## src/rtl/sprite_pixel_pipe.sv

```systemverilog
// Sprite pixel fetch pipeline: descriptor lookup and ROM address (stage A), a delay line
// matched to the image ROM latency, then key/background substitution, mask and swap (stage B).
module sprite_pixel_pipe #(
  parameter int              TYPE_W      = 6,
  parameter int              DIM_W       = 11,
  parameter int              ADDR_W      = 19,
  parameter int              PIX_W       = 12,
  parameter int              ROM_LATENCY = 1,
  parameter logic [PIX_W-1:0] KEY_COLOR  = 12'hF0F,
  parameter logic [PIX_W-1:0] BG_COLOR   = 12'h9CD,
  parameter bit              SWAP_RB     = 1'b1
) (
  input  logic              clk,
  input  logic              rst,
  input  logic              in_valid,
  input  logic [TYPE_W-1:0] in_type,
  input  logic [DIM_W-1:0]  in_h,
  input  logic [DIM_W-1:0]  in_w,
  input  logic [PIX_W-1:0]  in_mask,
  output logic [TYPE_W-1:0] obj_id,
  input  logic [ADDR_W-1:0] obj_base,
  input  logic [DIM_W-1:0]  obj_height,
  input  logic [DIM_W-1:0]  obj_width,
  output logic [ADDR_W-1:0] rom_addr,
  input  logic [PIX_W-1:0]  rom_data,
  output logic              out_valid,
  output logic [PIX_W-1:0]  out_pixel,
  output logic              out_transparent,
  output logic [31:0]       pix_count
);

  localparam int CH_W   = PIX_W / 3;
  localparam int PROD_W = 2 * DIM_W;
  localparam int SUM_W  = (ADDR_W > PROD_W) ? ADDR_W : PROD_W;

  logic [PROD_W-1:0] w_prod;
  logic [ADDR_W-1:0] w_addr;
  logic              w_oor;

  logic [ADDR_W-1:0] r_rom_addr;
  logic              r_a_valid;
  logic              r_a_oor;
  logic [PIX_W-1:0]  r_a_mask;

  logic [ROM_LATENCY-1:0]            r_dl_valid;
  logic [ROM_LATENCY-1:0]            r_dl_oor;
  logic [ROM_LATENCY-1:0][PIX_W-1:0] r_dl_mask;

  logic             w_tail_valid;
  logic             w_tail_oor;
  logic [PIX_W-1:0] w_tail_mask;
  logic             w_transp;
  logic [PIX_W-1:0] w_masked;
  logic [PIX_W-1:0] w_pix_out;

  logic             r_out_valid;
  logic [PIX_W-1:0] r_out_pixel;
  logic             r_out_transp;
  logic [31:0]      r_pix_count;

  // Stage A: descriptor returns combinationally for the id we present this cycle.
  assign obj_id = in_type;
  assign w_prod = PROD_W'(in_h) * PROD_W'(obj_width);
  assign w_addr = ADDR_W'(SUM_W'(obj_base) + SUM_W'(w_prod) + SUM_W'(in_w));
  assign w_oor  = (in_h >= obj_height) || (in_w >= obj_width);

  // NOTE: sequential state is always updated with <= so every register samples pre-edge values.
  always_ff @(posedge clk) begin
    if (rst) begin
      r_rom_addr <= '0;
      r_a_valid  <= 1'b0;
    end else begin
      r_a_valid <= in_valid;
      if (in_valid) r_rom_addr <= w_addr;
    end
  end

  // NOTE: payload registers carry no reset; only the valid bits qualify them.
  always_ff @(posedge clk) begin
    if (in_valid) begin
      r_a_oor  <= w_oor;
      r_a_mask <= in_mask;
    end
  end

  // Delay line: the tail lines up with rom_data for the same request.
  always_ff @(posedge clk) begin
    if (rst) begin
      r_dl_valid <= '0;
    end else begin
      r_dl_valid[0] <= r_a_valid;
      for (int i = 1; i < ROM_LATENCY; i++) r_dl_valid[i] <= r_dl_valid[i-1];
    end
  end

  always_ff @(posedge clk) begin
    r_dl_oor[0]  <= r_a_oor;
    r_dl_mask[0] <= r_a_mask;
    for (int i = 1; i < ROM_LATENCY; i++) begin
      r_dl_oor[i]  <= r_dl_oor[i-1];
      r_dl_mask[i] <= r_dl_mask[i-1];
    end
  end

  assign w_tail_valid = r_dl_valid[ROM_LATENCY-1];
  assign w_tail_oor   = r_dl_oor[ROM_LATENCY-1];
  assign w_tail_mask  = r_dl_mask[ROM_LATENCY-1];

  // Key compare on raw ROM data; mask is applied before the channel swap.
  // NOTE: every always_comb output gets a default first so no latch can be inferred.
  always_comb begin
    w_transp  = 1'b0;
    w_masked  = '0;
    w_pix_out = '0;
    w_transp  = w_tail_oor || (rom_data == KEY_COLOR);
    w_masked  = (w_transp ? BG_COLOR : rom_data) & w_tail_mask;
    if (SWAP_RB)
      w_pix_out = {w_masked[CH_W-1:0], w_masked[2*CH_W-1:CH_W], w_masked[PIX_W-1:2*CH_W]};
    else
      w_pix_out = w_masked;
  end

  always_ff @(posedge clk) begin
    if (rst) begin
      r_out_valid  <= 1'b0;
      r_out_pixel  <= '0;
      r_out_transp <= 1'b0;
      r_pix_count  <= '0;
    end else begin
      r_out_valid <= w_tail_valid;
      if (w_tail_valid) begin
        r_out_pixel  <= w_pix_out;
        r_out_transp <= w_transp;
        r_pix_count  <= r_pix_count + 32'd1;
      end
    end
  end

  assign rom_addr        = r_rom_addr;
  assign out_valid       = r_out_valid;
  assign out_pixel       = r_out_pixel;
  assign out_transparent = r_out_transp;
  assign pix_count       = r_pix_count;

endmodule

```

## config.mk

```make
export PLATFORM = sky130hd
export DESIGN_NAME = sprite_pixel_pipe
export DESIGN_NICKNAME = d
export VERILOG_FILES = /design/src/rtl/sprite_pixel_pipe.sv
export SDC_FILE = /design/constraint.sdc
export NUM_CORES = 1
export LEC_CHECK = 0
export ABC_AREA = 1
export CORE_MARGIN = 2
export CORE_UTILIZATION = 49
export DETAILED_ROUTE_END_ITERATION = 8
export HOLD_SLACK_MARGIN = 0.02
export PLACE_DENSITY_LB_ADDON = 0.3
export SYNTH_ARGS = -nofsm -noshare
export SYNTH_HDL_FRONTEND = slang
export SYNTH_SLANG_ARGS = --single-unit
```

## constraint.sdc

```tcl
create_clock -name clk -period 6.5 [get_ports clk]
set_input_delay 1.95 -clock clk [delete_from_list [all_inputs] [get_ports clk]]
set_output_delay 1.95 -clock clk [all_outputs]
set_load 0.05 [all_outputs]
```

Word level (Yosys, flattened, before mapping)
Index checks and enable logic that the tools add are counted.
{"block": "totals", "regBits": 93, "inputBits": 96, "output_inout_bits": 71, "elab_cells": 22}
{"block": "classes", "addsub": 3, "mul": 1, "order_cmp": 2, "n_eq_ne": 1, "n_mux": 1, "bitwise_logic": 1, "n_reduce_logical": 2}
{"op": "adder 32 x 1 -> 32 bit, second input constant", "n": 1}
{"op": "greater-or-equal comparator 11 bit", "n": 2}
{"op": "adder 19 x 11 -> 19 bit", "n": 1}
{"op": "adder 19 bit", "n": 1}
{"op": "multiplier 11 x 11 -> 19 bit", "n": 1}
{"op": "bitwise AND 12 bit", "n": 1}
{"op": "== test 12 bit, second input constant", "n": 1}
{"op": "2-to-1 mux 12 bit", "n": 1}
{"op": "logical OR 1 bit", "n": 2}

Depth between registers and ports, before layout
Gate-level depths: netlist (run 1).
{"block": "logic_depth", "depth_word": 4, "ltp_mapped": 24, "mapped_depth_nobuf": 23}

Worst setup path before layout (run 1)
OpenSTA, ideal clock, no wires.
{"block": "synth_path", "path_kind": "input to register", "start": "in obj_width[4]", "end": "reg r_rom_addr[18] (netlist: rom_addr[18])", "setup_time_ns": 0.109, "arrival_time_ns": 6.131, "required_time_ns": 6.391, "setup_slack_ns": 0.260, "cell_stages": 23, "path_buffers": 1, "path_cell_list": "clkbuf_1 -> nand2_1 -> fa_1 -> inv_1 -> fa_1 -> inv_1 -> fa_1 -> inv_1 -> fa_1 -> inv_1 -> fa_1 -> inv_1 -> ha_1 -> nand2_1 -> inv_1 -> a21oi_1 -> nand2_1 -> nand2_1 -> nand2_1 -> nand3_1 -> nand3_1 -> nand2_1 -> inv_1"}
{"block": "synth_via", "elab_chain_cells": 3}
{"element": "start: declaration", "line": "23", "rtl": "input logic [DIM_W-1:0] obj_width,"}
{"element": "multiplier 11 x 11 -> 19 bit", "line": "63", "rtl": "assign w_prod = PROD_W'(in_h) * PROD_W'(obj_width);"}
{"element": "adder 19 bit", "line": "64", "rtl": "assign w_addr = ADDR_W'(SUM_W'(obj_base) + SUM_W'(w_prod) + SUM_W'(in_w));"}
{"element": "adder 19 x 11 -> 19 bit", "line": "64"}
{"element": "end signal: assignment", "line": "74", "rtl": "if (in_valid) r_rom_addr <= w_addr;"}
{"element": "end: declaration", "line": "40", "rtl": "logic [ADDR_W-1:0] r_rom_addr;"}
No other way between the ends.
A chain may end at the register's enable or synchronous reset.

Worst setup path in the final report (run 1)
{"block": "layout_path", "start": "in in_h[8]", "end": "reg r_rom_addr[13] (netlist: rom_addr[13])"}
{"block": "layout_via", "elab_chain_cells": 3}
{"element": "start: declaration", "line": "17", "rtl": "input logic [DIM_W-1:0] in_h,"}
{"element": "multiplier 11 x 11 -> 19 bit", "line": "63"}
{"element": "adder 19 bit", "line": "64"}
{"element": "adder 19 x 11 -> 19 bit", "line": "64"}
No other way between the ends.

==> results.json, run 1 <==
{
  "crit_family": "adder cells",
  "seq_area_mm2": 0.001992,
  "holdPathEnd": "r_dl_mask[10]",
  "dr_wl_met2_mm": 10.99,
  "synth_edf_count": 13,
  "grt_max_degree": 43,
  "wl_met3_um": 831,
  "p_seq_share_pct": 12.6,
  "min_path_cells": 0,
  "switching_share_pct": 48.18,
  "power_density_mw_per_mm2": 449.3,
  "multi_input_area_mm2": 0.005943,
  "vias_per_cell": 4.850,
  "worstPathRequired_ns": 6.75,
  "synth_ff_type": "dfxtp_1",
  "core_area_mm2": 0.01809,
  "startpoint_type": "input port",
  "syn_inst": 1220,
  "die_w_um": 140.2,
  "synth_top_area_cell": "fa_1",
  "io_buffers": 154,
  "pwr-share-comb_pct": 77.6,
  "power_mw": 5.378,
  "first_pass_iters": 5,
  "grt_pass1_wl_mm": 37.72,
  "hp-start": "r_a_mask[10]",
  "synth_cell_types": 38,
  "n_antenna_cell": 0,
  "die_h_um": 140.2,
  "rrSetupSlack_ns": 4.36,
  "vias": 8051,
  "gp_congestion": 0.9365,
  "nFillCells": 1537,
  "cts_tree": "yes",
  "reg2reg_depth": 8,
  "p_clk_share_pct": 9.8,
  "p_sw_mw": 2.591,
  "crit_buf_inv": 8,
  "path_class": "in2reg",
  "grt_antenna_before_repair": 0,
  "setup_ws_ns": 0.2053,
  "synth_seq_cells": 93,
  "status": "finished, final reports clean",
  "drive_gt1_share_pct": 11.88,
  "fmaxAchievable_ghz": 0.1589,
  "slew_viol_final": 0,
  "yosys_warnings": 0,
  "fin_nets": 1698,
  "grt_overflow": 0,
  "synth_most_common_cell": "inv_1",
  "holdCritPathClass": "reg2reg",
  "syn_nets": 1492,
  "cts_root_buf": "clkbuf_16",
  "fin_setup_tns_ns": 0,
  "start_util_pct": 50.26,
  "cts_buffer_depth": 2,
  "yosysTopAreaCellShare_pct": 23.57,
  "async_flop_share_pct": 0,
  "hold_ws_ns": 0.3437,
  "synthTopCellsByCount": "inv_1, nand2_1, fa_1",
  "fin_crit_sh_pct": 96.84,
  "stdcell_area_mm2": 0.01197,
  "worst_pin_slew_ns": 1.076,
  "syn_area_mm2": 0.009090,
  "worstPathCellList": "clkdlybuf4s50_1 > buf_6 > nand2_1 > fa_1 > inv_1 > fa_2 > fa_1 > fa_1 > inv_1 > fa_1 > inv_1 > ha_1 > buf_4 > a21oi_4 > o21ai_2 > inv_1 > nand3_1 > nor2_1 > o21ai_0 > nand2_1 > inv_1",
  "wl_mm": 22.29,
  "stdcell_count": 1660,
  "clk_latency_ns": 0.36,
  "synth_area_leaders": "fa_1, dfxtp_1, inv_1",
  "setup_viol": 0,
  "drt_iter0_drc": 318,
  "peakVddDrop_mv": 0.4690,
  "rr_endpoint": "pix_count[27]",
  "drc_errors": 0,
  "cts_made_buffers": 9,
  "crit_path_frequent_cell": "inv_1",
  "cts.sinks": 93,
  "wirelength_met1_mm": 9.768,
  "fp.dieArea_mm2": 0.01966,
  "grt_usage_pct": 23.73,
  "wl_per_cell_um": 13.43,
  "grt_setup_unrepaired": "yes",
  "hpwl_mm": 18.35,
  "h-tree-depth": 3,
  "critPathMaxFanout": 8,
  "place_inst": 1640,
  "final_hold_viol_count": 0,
  "timing.rr.start": "r_dl_valid",
  "slew_headroom_pct": 28.18,
  "pin_count": 167,
  "fin_crit_ns": 6.295,
  "grt_pass1_vias": 8109,
  "pre_cts_ws_ns": -0.5113,
  "ant_nets": 0,
  "internal-power_mw": 2.787,
  "final_util_pct": 66.19,
  "area_delta_synth_final_pct": 31.70,
  "slowest_stage": "fa_2",
  "arrival_ns": 6.55,
  "cts.clk_slew.worst_paths_ns": 0.07,
  "p_leak_nw": 6.189,
  "placed_area_mm2": 0.01132,
  "maxUsedRoutingLayer": "met4",
  "ys_seq_area_share_pct": 21.91,
  "end_kind": "flop",
  "rows": 49,
  "fin_worst_skew_ns": 0.007296,
  "crit_path_max_incr_delay_ns": 0.55,
  "maxCapViolCount": 0,
  "syn_avg_cell_area_um2": 7.451
}
-- layout make-up --
cell class	instances	area share (%)
Clock buffer	9	1.881
Tap cell	229	2.393
Sequential cell	93	16.64
Inverter	331	10.41
Clock inverter	7	0.6584
Timing Repair Buffer	238	18.37
Multi-Input combinational cell	753	49.64
-- worst max path at each step --
stage / end / slack [ns] / cells past startpoint / startpoint
6_report: rom_addr[13] / 0.21 / 21 / in_h[8]
4_1_cts: rom_addr[14] / 0.0004 / 21 / obj_width[5]
2_1_floorplan: rom_addr[18] / 0.26 / 23 / obj_width[4]
3_5_place_dp: rom_addr[12] / -0.51 / 23 / in_h[6]
5_1_grt: rom_addr[13] / -0.03 / 22 / in_h[8]
3_3_place_gp: rom_addr[12] / -0.45 / 21 / in_h[5]
-- cells by family (layout without fill, tap and decap cells) --
group	after synthesis	count (layout)	synth area share (%)
xor gates and xnor gates	15	15	1.445
AOI/OAI and AO/OA	128	128	7.378
DFF	93	93	21.91
and+or+nand+nor	434	434	20.39
adders and majority gates	176	176	33.06
buffers and inverters	374	585	15.82
-- routing by layer --
metal | up-vias | GRT usage (%)
met2 | 210 | 41.25
met4 | 0 | 8.666
li1 | 4047 | -
met3 | 44 | 2.940
met1 | 3750 | 30.49
met5 | - | 0
-- power groups by stage --
stage	sequential [mW]	clock (mW)	combinational, mW
after floorplan	0.834	0	2.00
after global placement	0.689	0	3.34
after detailed placement	0.690	0	3.39
after CTS	0.677	0.536	3.47
after global routing	0.683	0.560	4.68
final	0.677	0.528	4.17
-- cell usage in the layout, fill, tap and decap left out, drive strengths merged --
cell type	n
a211oi	2
a21oi	53
a31oi	1
and2	1
and3	2
buf	85
clkbuf	10
clkdlybuf4s50	139
clkinv	4
dfxtp	80
dlygate4sd2	3
dlymetal6s2s	10
edfxtp	13
fa	107
ha	69
inv	334
nand2	245
nand3	53
nand3b	1
nand4	10
nor2	101
nor3	19
nor4	2
o2111ai	1
o211ai	2
o21a	4
o21ai	63
o21bai	2
xnor2	6
xor2	9
-- sequential cells by signal, indices dropped and copies added, names as in the netlist --
name and cells:
r_a_oor 1, r_dl_mask 12, pix_count 32, r_a_valid 1
r_dl_valid 1, out_pixel 12, out_transparent 1, r_dl_oor 1
out_valid 1, rom_addr 19, r_a_mask 12
-- worst reg2reg max path, stage by stage, from the launching register on --
cell	delay [ns]
dfxtp_1	0.98
nand3_1	0.24
nor2_1	0.13
and3_1	0.21
nand2_2	0.09
nor2_4	0.11
nand2_1	0.08
o21ai_1	0.13
nor2_1	0.06
-- repair_timing --
item,CTS,global route
resized for setup,8,76
pin swaps,1,27
buffers inserted,0,4
hold buffers,0,0
gates cloned,0,1
endpoints found under the setup margin,10,12
Power figures use the tool's default switching activity.
==> run 2, diff against run 1 <==
--- a/config.mk
+++ b/config.mk
@@ -11,6 +11,7 @@
 export DETAILED_ROUTE_END_ITERATION = 8
 export HOLD_SLACK_MARGIN = 0.02
 export PLACE_DENSITY_LB_ADDON = 0.3
+export SKIP_CTS_REPAIR_TIMING = 1
 export SYNTH_ARGS = -nofsm -noshare
 export SYNTH_HDL_FRONTEND = slang
 export SYNTH_SLANG_ARGS = --single-unit
==> run 2 against run 1 <==
Effect of this change:
- critical path depth unchanged
- via count increased by 0.68%
- first-iteration DRC count increased by 13%
- sequential share of layout area about the same
- register-to-register slack about the same
- cell count unchanged
- power increased by 0.10%
- critical path type unchanged
- critical endpoint unchanged
- largest cell class unchanged
==> results.json, run 2 (same netlist as run 1, synthesis figures left out) <==
{
  "cts.sinks": 93,
  "wl_mm": 22.35,
  "largest_register_ffs": 32,
  "fin_nets": 1698,
  "rows": 49,
  "worstPathRequired_ns": 6.76,
  "grt_pass1_wl_mm": 37.69,
  "mostFrequentLayoutCell": "inv_1",
  "cts_made_buffers": 9,
  "status": "finished, final reports clean",
  "drt_iter0_drc": 359,
  "drc_errors": 0,
  "io_buffers": 154,
  "peakVddDrop_mv": 0.4587,
  "grt_overflow": 0,
  "worst_pin_slew_ns": 1.101,
  "cts_root_buf": "clkbuf_16",
  "fp.dieArea_mm2": 0.01966,
  "setup_viol": 0,
  "cts_buffer_depth": 2,
  "clk_latency_ns": 0.36,
  "nFillCells": 1536,
  "pwr-share-comb_pct": 77.6,
  "grt_setup_unrepaired": "yes",
  "gp_congestion": 0.9365,
  "fmaxAchievable_ghz": 0.1592,
  "p_sw_mw": 2.594,
  "pin_count": 167,
  "grt_max_degree": 43,
  "p_clk_share_pct": 9.8,
  "fin_crit_ns": 6.283,
  "p_leak_nw": 6.230,
  "placed_area_mm2": 0.01132,
  "path_class": "in2reg",
  "power_density_mw_per_mm2": 449.4,
  "stdcell_area_mm2": 0.01198,
  "vias_per_cell": 4.883,
  "slew_viol_final": 0,
  "area_delta_synth_final_pct": 31.80,
  "first_pass_iters": 5,
  "final_cell_mix": "inv_1, nand2_1, clkdlybuf4s50_1, fa_1, nor2_1",
  "drive_gt1_share_pct": 11.53,
  "arrival_ns": 6.54,
  "ant_nets": 0,
  "fin_crit_sh_pct": 96.67,
  "wl_per_cell_um": 13.46,
  "slew_headroom_pct": 26.49,
  "fin_worst_skew_ns": 0.006493,
  "pre_cts_ws_ns": -0.5113,
  "final_hold_viol_count": 0,
  "maxCapViolCount": 0,
  "n_antenna_cell": 0,
  "grt_antenna_before_repair": 0,
  "start_util_pct": 50.26,
  "switching_share_pct": 48.19,
  "grt_pass1_vias": 8094,
  "hpwl_mm": 18.35,
  "h-tree-depth": 3,
  "end_kind": "flop",
  "vias": 8106,
  "holdCritPathClass": "reg2reg",
  "setup_ws_ns": 0.2167,
  "p_seq_share_pct": 12.6,
  "core_area_mm2": 0.01809,
  "internal-power_mw": 2.790,
  "final_util_pct": 66.24,
  "startpoint_type": "input port",
  "cts.clk_slew.worst_paths_ns": 0.07,
  "grt_usage_pct": 23.71,
  "die_w_um": 140.2,
  "critPathMaxFanout": 8,
  "cts_tree": "yes",
  "die_h_um": 140.2
}
## run 2: cell count changes in the layout (fill, tap and decap cells not counted), moves of 2 or more
cell and delta:
nand2_1 +2, dlymetal6s2s_1 +4, nand2_2 -3, dlygate4sd2_1 -3
## run 2: power by group through the flow
stage / Sequential, mW / Combinational [mW] / Clock (mW)
6_report: 0.676 / 4.18 / 0.528
5_1_grt: 0.683 / 4.69 / 0.560
4_1_cts: 0.677 / 3.42 / 0.536
3_5_place_dp: 0.690 / 3.39 / 0
3_3_place_gp: 0.689 / 3.34 / 0
2_1_floorplan: 0.834 / 2.00 / 0
## run 2: cell type report
type | count | area (µm²) | share of cell area, %
Tap cell | 229 | 286.5 | 2.392
Clock inverter | 7 | 78.83 | 0.6580
Inverter | 331 | 1246 | 10.40
Timing Repair Buffer | 238 | 2218 | 18.52
Multi-Input combinational cell | 753 | 5933 | 49.52
Sequential cell | 93 | 1992 | 16.63
Clock buffer | 9 | 225.2 | 1.880
## run 2: path summary, 6_finish.rpt
check               start             to  slack, ns  depth (start not counted)
min reg2reg  r_a_mask[10]  r_dl_mask[10]       0.34                          0
max               in_h[8]   rom_addr[13]       0.22                         21
max reg2reg    r_dl_valid  pix_count[27]       4.36                          8
min          r_a_mask[10]  r_dl_mask[10]       0.34                          0
## run 2: worst max-delay path, cell delays in order
cell and delay (ns):
clkdlybuf4s50_1 0.47, buf_6 0.14, nand2_1 0.08, fa_1 0.53, inv_1 0.05, fa_2 0.55
fa_1 0.42, fa_1 0.55, inv_1 0.05, fa_1 0.53, inv_1 0.04, ha_1 0.32
buf_4 0.18, a21oi_4 0.14, o21ai_2 0.09, inv_1 0.06, nand3_1 0.08, nor2_1 0.08
o21ai_0 0.08, nand2_1 0.11, inv_1 0.04
## run 2: per-stage QoR
stage,hold slack [ns],power [mW],instances,TNS (ns)
floorplan,0.3233,2.839,1220,0
global placement,0.3238,4.030,1640,-4.445
detailed placement,0.3269,4.083,1640,-5.420
CTS,0.3441,4.630,1656,-0.9374
global route,0.3548,5.928,1660,-0.09750
finish,0.3436,5.384,1660,0
## run 2: per-layer routing
| metal | vias to the layer above | part of all wire, % | global-route usage, % |
|---|---|---|---|
| met5 | - | 0 | 0 |
| met4 | 0 | 3.4 | 8.666 |
| met3 | 50 | 4.2 | 2.940 |
| met2 | 221 | 49 | 41.15 |
| met1 | 3785 | 43 | 30.51 |
| li1 | 4050 | - | - |
==> run 3, diff against run 2 <==
--- a/config.mk
+++ b/config.mk
@@ -6,7 +6,6 @@
 export NUM_CORES = 1
 export LEC_CHECK = 0
 export ABC_AREA = 1
-export CORE_MARGIN = 2
 export CORE_UTILIZATION = 49
 export DETAILED_ROUTE_END_ITERATION = 8
 export HOLD_SLACK_MARGIN = 0.02
==> run 3 against run 2 <==
Effect of this change:
- the run now ends with design-rule violations left
- combinational power is 10% lower
- die area down 2.8%
- first-iteration DRC count increased by 9.2%
- critical path depth increased by 3
- largest power group unchanged
- non-clock buffer count decreased by 19
==> results.json, run 3 (same netlist as run 1, synthesis figures left out) <==
{
  "start_util_pct": 50.26,
  "cts_root_buf": "clkbuf_16",
  "slew_viol_final": 0,
  "grt_usage_pct": 24.12,
  "arrival_ns": 6.52,
  "crit_buf_inv": 9,
  "slew_headroom_pct": 31.94,
  "grt_pass1_vias": 8048,
  "grt_util_met1_pct": 30.33,
  "maxCapViolCount": 0,
  "grt_setup_unrepaired": "yes",
  "fin_nets": 1679,
  "fmaxAchievable_ghz": 0.1596,
  "cts_tree": "yes",
  "rows": 49,
  "crit_path_frequent_cell": "inv_1",
  "io_buffers": 154,
  "grtUsageMet2_pct": 42.35,
  "cts.sinks": 93,
  "drt_iter0_drc": 392,
  "cts.clk_slew.worst_paths_ns": 0.07,
  "fin_crit_ns": 6.265,
  "critPathMaxFanout": 4,
  "grt_pass1_wl_mm": 37.34,
  "area_delta_synth_final_pct": 28.96,
  "core_area_mm2": 0.01809,
  "crit_family": "adder cells",
  "pin_count": 167,
  "gp_congestion": 0.9247,
  "ant_nets": 0,
  "hpwl_mm": 17.86,
  "fp.dieArea_mm2": 0.01910,
  "cts_made_buffers": 9,
  "fin_worst_skew_ns": 0.005049,
  "fin_crit_sh_pct": 96.38,
  "vias": 7990,
  "first_pass_iters": 7,
  "setup_viol": 0,
  "startpoint_type": "input port",
  "grt_max_degree": 43,
  "met3_usage_pct": 3.637,
  "stdcell_count": 1641,
  "die_w_um": 138.2,
  "nFillCells": 1573,
  "path_class": "in2reg",
  "mostFrequentLayoutCell": "inv_1",
  "final_hold_viol_count": 0,
  "final_util_pct": 64.81,
  "p_leak_nw": 6.090,
  "vias_per_cell": 4.869,
  "slowest_stage": "fa_1",
  "crit_path_max_incr_delay_ns": 0.52,
  "drc_errors": 16,
  "end_kind": "flop",
  "power_density_mw_per_mm2": 424.4,
  "power_mw": 4.974,
  "die_h_um": 138.2,
  "wl_mm": 21.38,
  "grt_overflow": 0,
  "wl_per_cell_um": 13.03,
  "worstPathRequired_ns": 6.76,
  "peakVddDrop_mv": 0.3823,
  "h-tree-depth": 3,
  "cts_buffer_depth": 2,
  "status": "complete, but fails checks",
  "clk_latency_ns": 0.35,
  "worstPathCellList": "clkdlybuf4s50_1 > buf_4 > nand2_1 > inv_1 > fa_1 > inv_1 > fa_1 > inv_1 > fa_1 > fa_1 > inv_1 > fa_1 > inv_1 > ha_1 > nand2_4 > inv_1 > a21oi_2 > nand2_1 > nand2_1 > nand2_1 > nand3_1 > nand3_1 > nand2_1 > inv_1",
  "grt_antenna_before_repair": 0,
  "largest_register_ffs": 32,
  "place_inst": 1624,
  "final_cell_mix": "inv_1, nand2_1, clkdlybuf4s50_1, fa_1, nor2_1",
  "holdCritPathClass": "reg2reg",
  "worst_pin_slew_ns": 1.020,
  "n_antenna_cell": 0,
  "drive_gt1_share_pct": 9.490,
  "grt.busiest_layer": "met2",
  "violations": "design-rule violations"
}
-- run 3: cell types whose count changed in the layout (fill, tap and decap cells not counted), moves of 3 or more --
cell and change:
o21ai_2 -4, fa_2 -3, fa_1 +3, a21oi_2 +3
buf_6 -3, a21oi_4 -4, nand2_1 +3, ha_4 -3
clkdlybuf4s50_1 +4, buf_4 -16, dlymetal6s2s_1 -4, nand2_2 -3
-- run 3: cell type report --
class                      count  area [µm²]  share of cell area [%]
clock inverter                 7       88.84                  0.7578
clock buffer                   9       225.2                   1.921
inverter                     331        1246                   10.63
tap                          229       286.5                   2.444
timing repair buffer         219        2054                   17.53
sequential                    93        1992                   16.99
multi-input combinational    753        5829                   49.73
-- run 3: final timing paths --
kind | start | end | slack, ns | cells past startpoint
setup reg to reg | r_dl_valid | pix_count[15] | 4.39 | 7
hold / removal | r_a_mask[4] | r_dl_mask[4] | 0.34 | 0
setup / recovery | in_h[8] | rom_addr[18] | 0.24 | 24
hold reg to reg | r_a_mask[4] | r_dl_mask[4] | 0.34 | 0
-- run 3: worst register-to-register path, stage by stage, from the launching register on --
cell	delay, ns
dfxtp_1	0.96
nand3_1	0.24
nor2_1	0.13
and3_1	0.21
inv_1	0.09
nor2_1	0.13
o21ai_0	0.09
a21oi_1	0.18
-- run 3: layer usage --
layer,vias up,share of wire [%]
li1,4005,-
met1,3758,44
met2,196,49
met3,31,5.3
met4,0,2.2
met5,-,0
-- run 3: power breakdown --
part           internal, mW  switching (mW)  leakage (nW)
clock network         0.308           0.243         0.152
logic                  1.63            2.11          5.15
registers             0.646          0.0322         0.783
total                  2.59            2.39          6.09
-- run 3: metrics by stage --
step | instance area, µm² | setup TNS [ns] | hold WS [ns] | setup WS (ns)
after floorplan | 9090 | 0 | 0.3233 | 0.2597
after global placement | 11200 | -3.091 | 0.3240 | -0.3247
after detailed placement | 11200 | -4.145 | 0.3278 | -0.4116
after CTS | 11520 | -0.03345 | 0.3444 | -0.03333
after global routing | 11720 | -0.05973 | 0.3512 | -0.03523
final | 11720 | 0 | 0.3439 | 0.2355
